`src/rtl/piccolo_blk_ctrl.sv`:
```
// piccolo_blk_ctrl: sequences 64-bit plaintext blocks into a fixed-key Piccolo-80 core and buffers the ciphertext.
// Latency: CORE_LAT+2 cycles from the accept edge to out_valid; throughput is one block per CORE_LAT+4 cycles.
// Backpressure: one block in flight. in_ready stays low from accept until the ciphertext is taken; out_ready low stalls DONE indefinitely.
//
// Ports:
//   clk, reset          rising-edge clock; synchronous, active-high reset
//   in_valid/in_ready   plaintext handshake, in_data[63:0] (bit 63 = MSB, core bit 0)
//   core_load, core_pt  core load strike (one cycle) and registered plaintext
//   core_ct             combinational ciphertext from the core
//   out_valid/out_ready ciphertext handshake, out_data[63:0] (same bit order as in_data)
//   busy                high in every state except IDLE
//   blk_cnt[15:0]       completed output handshakes, wrapping; present only when
//                       PICCOLO_BLK_CTRL_BLKCNT_EN is defined
module piccolo_blk_ctrl #(
    parameter int CORE_LAT = 2  // edges after the load edge until core_ct is valid, 1..15
) (
    input  logic        clk,
    input  logic        reset,
    input  logic        in_valid,
    output logic        in_ready,
    input  logic [63:0] in_data,
    output logic        core_load,
    output logic [63:0] core_pt,
    input  logic [63:0] core_ct,
    output logic        out_valid,
    input  logic        out_ready,
    output logic [63:0] out_data,
    output logic        busy
`ifdef PICCOLO_BLK_CTRL_BLKCNT_EN
    ,
    output logic [15:0] blk_cnt
`endif
);

    typedef enum logic [1:0] {
        IDLE = 2'd0,
        LOAD = 2'd1,
        RUN  = 2'd2,
        DONE = 2'd3
    } state_t;

    // Counter is compared for equality against the latency as a 4-bit value.
    localparam logic [3:0] LAT4 = 4'(CORE_LAT);

    state_t     state;
    logic [3:0] cnt;

    // Control strobes are pure decodes of the registered state, so they
    // change only on clock edges and never depend on the handshake inputs.
    assign in_ready  = (state == IDLE);
    assign core_load = (state == LOAD);
    assign busy      = (state != IDLE);

    always_ff @(posedge clk) begin
        if (reset) begin
            state     <= IDLE;
            cnt       <= 4'd0;
            core_pt   <= 64'd0;
            out_data  <= 64'd0;
            out_valid <= 1'b0;
        end else begin
            case (state)
                IDLE: begin
                    if (in_valid) begin
                        core_pt <= in_data;
                        state   <= LOAD;
                    end
                end
                LOAD: begin
                    // core_load is high during this cycle; the edge ending it
                    // loads core_pt into the core.
                    cnt   <= 4'd0;
                    state <= RUN;
                end
                RUN: begin
                    cnt <= cnt + 4'd1;
                    if (cnt == LAT4) begin
                        out_data  <= core_ct;
                        out_valid <= 1'b1;
                        state     <= DONE;
                    end
                end
                DONE: begin
                    // out_data is held after the handshake until the next capture.
                    if (out_ready) begin
                        out_valid <= 1'b0;
                        state     <= IDLE;
                    end
                end
                default: state <= IDLE;
            endcase
        end
    end

`ifdef PICCOLO_BLK_CTRL_BLKCNT_EN
    // Steps on the same edge that out_valid falls; wraps naturally at 16 bits.
    always_ff @(posedge clk) begin
        if (reset) begin
            blk_cnt <= 16'd0;
        end else if (state == DONE && out_ready) begin
            blk_cnt <= blk_cnt + 16'd1;
        end
    end
`endif

endmodule

```
`config.mk`:
```
export PLATFORM = sky130hd
export DESIGN_NAME = piccolo_blk_ctrl
export DESIGN_NICKNAME = d
export VERILOG_FILES = /design/src/rtl/piccolo_blk_ctrl.sv
export SDC_FILE = /design/constraint.sdc
export NUM_CORES = 1
export LEC_CHECK = 0
export ABC_AREA = 1
export ABC_CLOCK_PERIOD_IN_PS = 1200
export BUFFER_PORTS_ARGS = -buffer_cell sky130_fd_sc_hd__buf_2
export CORE_MARGIN = 8
export CORE_UTILIZATION = 30
export DETAILED_ROUTE_END_ITERATION = 6
export GPL_TIMING_DRIVEN = 0
export PLACE_DENSITY_LB_ADDON = 0.15
export SYNTH_ARGS = -nofsm -noshare
export SYNTH_HDL_FRONTEND = slang
export SYNTH_SLANG_ARGS = --single-unit
export TNS_END_PERCENT = 30
```
`constraint.sdc`:
```
create_clock -name clk -period 1.2 [get_ports clk]
set_input_delay 0.06 -clock clk [delete_from_list [all_inputs] [get_ports clk]]
set_output_delay 0.06 -clock clk [all_outputs]
set_load 0.05 [all_outputs]
```
Word level (Yosys, flattened, before mapping)
Index checks and enable logic that the tools add are counted.
- flip-flop bits (word level): 135
- input port bits: 132
- output and inout bits: 132
- word-level logic and storage cells: 29
- $add $sub $neg: 1
- equality and inequality tests: 7
- multiplexer cells: 8
- reduce and logical (&&, ||, !) cells: 8
- operators with widths (operator ; number):
    case mux 2 bit (4 select lines) ; 1
    case mux 4 bit (2 select lines) ; 1
    2-to-1 mux 2 bit ; 3
    inequality test 2 bit, second input constant ; 3
    AND reduction 3 bit ; 2
    nonzero test 2 bit ; 3
    adder 4 x 1 -> 4 bit, second input constant ; 1
    equality test 2 bit, second input constant ; 2
    equality test 4 x 2 -> 1 bit, second input constant ; 1
    AND reduction 2 bit ; 2
    equality test 2 x 1 -> 1 bit, second input constant ; 1
    zero test 2 bit ; 1
    2-to-1 mux 1 bit ; 2
    case mux 1 bit (2 select lines) ; 1

Longest topological paths before layout
- word-level depth: 3
- gate-level depth with buffers: 8
- gate-level depth less buffers: 8

Worst setup path before layout
Ideal clock, no wire load.
- path kind: reg-to-reg
- start point: register state[0]
- end point: register core_pt[10]
- setup time: 0.116 ns
- arrival time: 1.582 ns
- required time: 1.084 ns
- slack: -0.498 ns
- stages on the path, launching flop included: 8
- path buffers: 2
- clock period less this slack: 1.698 ns
- cells stage by stage: dfxtp_1 > inv_1 > ha_1 > nand2_1 > buf_2 > clkbuf_1 > o21ai_0 > nor2_1
- cells in the longest elaborated chain, start to end: 2
- RTL lines (item ; line ; text):
    start: declaration ; 45 ; state_t state;
    start signal: assignment ; 56 ; state <= IDLE;
    start signal: assignment ; 66 ; state <= LOAD;
    start signal: assignment ; 73 ; state <= RUN;
    zero test 2 bit ; -- ;
    via in_ready ; 20 ; output logic in_ready,
    AND reduction 2 bit (no line) ; -- ;
    end signal: assignment ; 65 ; core_pt <= in_data;
    end: declaration ; 23 ; output logic [63:0] core_pt,
The timed path passes the listed nets, and every way through them passes these cells.
A chain may end at the register's enable or synchronous reset.

Worst setup path in the final report
- start point: register state[1]
- end point: register core_pt[8]
- cells in the longest elaborated chain, start to end: 2
- RTL lines (item ; line ; text):
    zero test 2 bit ; 62 ; case (state)
    AND reduction 2 bit (no line) ; -- ;
No other way between the ends.

==> results_dict.tcl <==
set metrics [dict create \
    status "finished with violations" \
    violations "negative setup slack" \
    ys_types 22 \
    num_rows 48 \
    pwr-share-clk_pct 29.3 \
    critPathSlowestCell "dfxtp_4" \
    dr_total_vias 5487 \
    ios 264 \
    pwr-share-comb_pct 40.6 \
    crit_chain "inv_4 -> ha_4 -> nand2_8 -> buf_12 -> buf_12 -> o21ai_2 -> nor2_1" \
    synthCells 617 \
    nets 1181 \
    synth_top_area_cell "dfxtp_1" \
    clock_sinks 135 \
    slew_viol_final 0 \
    worst_clock_skew_ns 0.00780 \
    criticalPathCategory "reg -> reg" \
    cp_num_cells 7 \
    fp.dieH_um 147 \
    drc 0 \
    cp_common_cell "buf_12" \
    synth_fp_nets 755 \
    hpwl_um 12300 \
    area_delta_synth_final_pct 83.7 \
    placed_cells 1105 \
    worstSetupStartpointType "flip-flop" \
    hold_viol 0 \
    cts-htree-levels 4 \
    yosys-top-cells-area "dfxtp_1, nor2_1, a21oi_2, nand2_1, o21ai_0" \
    sw_frac_of_total_pct 39.0 \
    die_area_sq_mm 0.0218 \
    crit_path_end_kind "flip-flop" \
    min_period_ns 1.32 \
    finalCritPeriodShare_pct 110 \
    grt_pass1_wl_um 29700 \
    initial_utilization_pct 30.3 \
    syn_area_sq_mm 0.00519 \
    worstPathMaxFanout 10 \
    clockRootBuffer "clkbuf_16" \
    tritoncts "built" \
    clockBufferDepth 2 \
    synth.top_cell.area_share_pct 52.1 \
    r2r_slack_ns -0.12 \
    syn_avg_cell_area_sq_um 8.41 \
    cts_made_buffers 17 \
    hold_class "in -> reg" \
    max-vdd-ir-drop_uv 1290 \
    crit_required_ns 1.50 \
    design.core.area_sq_mm 0.0171 \
    drt.antenna.violating_nets 0 \
    finalSetupViolCount 125 \
    drt_iter0_drc 133 \
    power_density_mw_per_mm2 1920 \
    fp.dieW_um 147 \
    dr.pass1.iters 6 \
    vias_per_cell 4.28 \
    total_power_mw 18.3 \
    final_common_cell "buf_2" \
    switching_power_mw 7.14 \
    rsz0062_at_grt "yes" \
    grt_use_total_pct 16.9 \
    grt_pass1_vias 5824 \
    tns_ns -8.53 \
    ys_seq_elements 135 \
    grt-ovfl-total 0 \
    wl_per_cell_um 14.7 \
    p_leak_nw 4.23 \
    arrival_ns 1.63 \
    antenna_found_initial 0 \
    p_int_mw 11.2 \
    ys_warn_count 0 \
    grt_max_degree 17 \
    worstMarginPinSlew_ns 0.804 \
    finalNonFillerCells 1281 \
    port_buffers 263 \
    place.gp.congestion 0.738 \
    drive_gt1_share_pct 49.5 \
    worstHoldPathCells 6 \
    slowest_delay_ns 0.37 \
    worstSkewPairLatency_ns 0.41 \
    ys_seq_area_share_pct 52.1 \
    path_clk_slew_ns 0.06 \
    n_antenna_cell 0 \
    maxCapViolations 0 \
    mostFrequentLayoutCells "buf_2, nor2_1, dfxtp_1" \
    path_delay_family "buffers and inverters" \
    fin_ws_ns -0.123 \
    ff2ff_path_depth 7 \
    seqPwrFrac_pct 30.1 \
    max_freq_mhz 756 \
    wirelength_um 18800 \
    crit_buf_inv 3 \
    max-slew-margin-rel_pct 46.4 \
]
[cells by family after synthesis]
group | count (synthesis) | share of synthesized area [%]
compound gates | 134 | 16.5
fa+ha+maj | 6 | 1.45
buf+inv | 54 | 6.20
flops | 135 | 52.1
simple gates | 286 | 23.4
xor+xnor | 2 | 0.338
[cell usage after synthesis, drive strengths merged]
cell and count:
a21oi 69, buf 20, xor2 2, nand2 145, nand3 3, nor2 137, dfxtp 135, nand4 1
ha 6, o21ai 65, clkbuf 21, inv 13
[repair_timing]
action | in CTS | in global routing
pin swaps | 4 | 5
endpoints found under the setup margin | 130 | 134
gates resized for setup | 75 | 84
buffers inserted | 6 | 0
hold buffers | 128 | 0
hold endpoints to repair | 128 | 0
cloned | 3 | 7
[through the flow]
stage / hold slack (ns) / instance area [sq um] / setup slack [ns] / utilization [%]
detailed placement: 0.299 / 6880 / -0.325 / 40.2
finish: 0.0472 / 9530 / -0.123 / 55.7
CTS: 0.0301 / 9080 / -0.111 / 53.1
global placement: 0.293 / 6880 / -0.322 / 40.2
global route: 0.0483 / 9530 / -0.174 / 55.7
floorplan: 0.196 / 5280 / -0.118 / -
[per-layer routing]
metal / track usage [%] / part of all wire, %
met1: 18.7 / 40
met3: 8.32 / 10
met5: 0 / 0
met2: 27.7 / 48
met4: 5.51 / 1.8
[state kept, by name (all words and copies together) (netlist names)]
| signal | flops |
|---|---|
| cnt | 4 |
| out_valid | 1 |
| core_pt | 64 |
| state | 2 |
| out_data | 64 |
[worst min-delay path, cell delays in order]
cell and delay [ns]:
buf_2 0.09, inv_1 0.04, nand2_2 0.07, nand3_1 0.06, nand2_1 0.06, a21oi_1 0.03
[path summary, 6_finish.rpt]
check / endpoint / startpoint
max reg2reg: core_pt[8]$_SDFFE_PP0P_ / state[1]$_SDFFE_PP0P_
min: state[0]$_SDFFE_PP0P_ / out_ready
min reg2reg: out_data[10]$_SDFFE_PP0P_ / out_data[10]$_SDFFE_PP0P_
max: core_pt[8]$_SDFFE_PP0P_ / state[1]$_SDFFE_PP0P_
[power groups by stage]
stage                     combinational [mW]  clock, mW  sequential, mW
after floorplan                         2.31          0            7.60
after global placement                  5.86          0            5.53
after detailed placement                5.83          0            5.55
after CTS                               6.83       5.54            5.50
after global routing                    7.97       5.76            5.59
final                                   7.44       5.37            5.51
[cell type report]
class	count	area [sq um]
clock inverters	11	149
flip-flops and latches	135	2710
clock buffers	21	460
repair buffers	407	2910
well taps	225	282
inverters	13	66.3
plain buffers	41	473
multi-input cells	428	2480
fillers	1538	7580
Note: power is estimated with default switching activity, not from simulation.
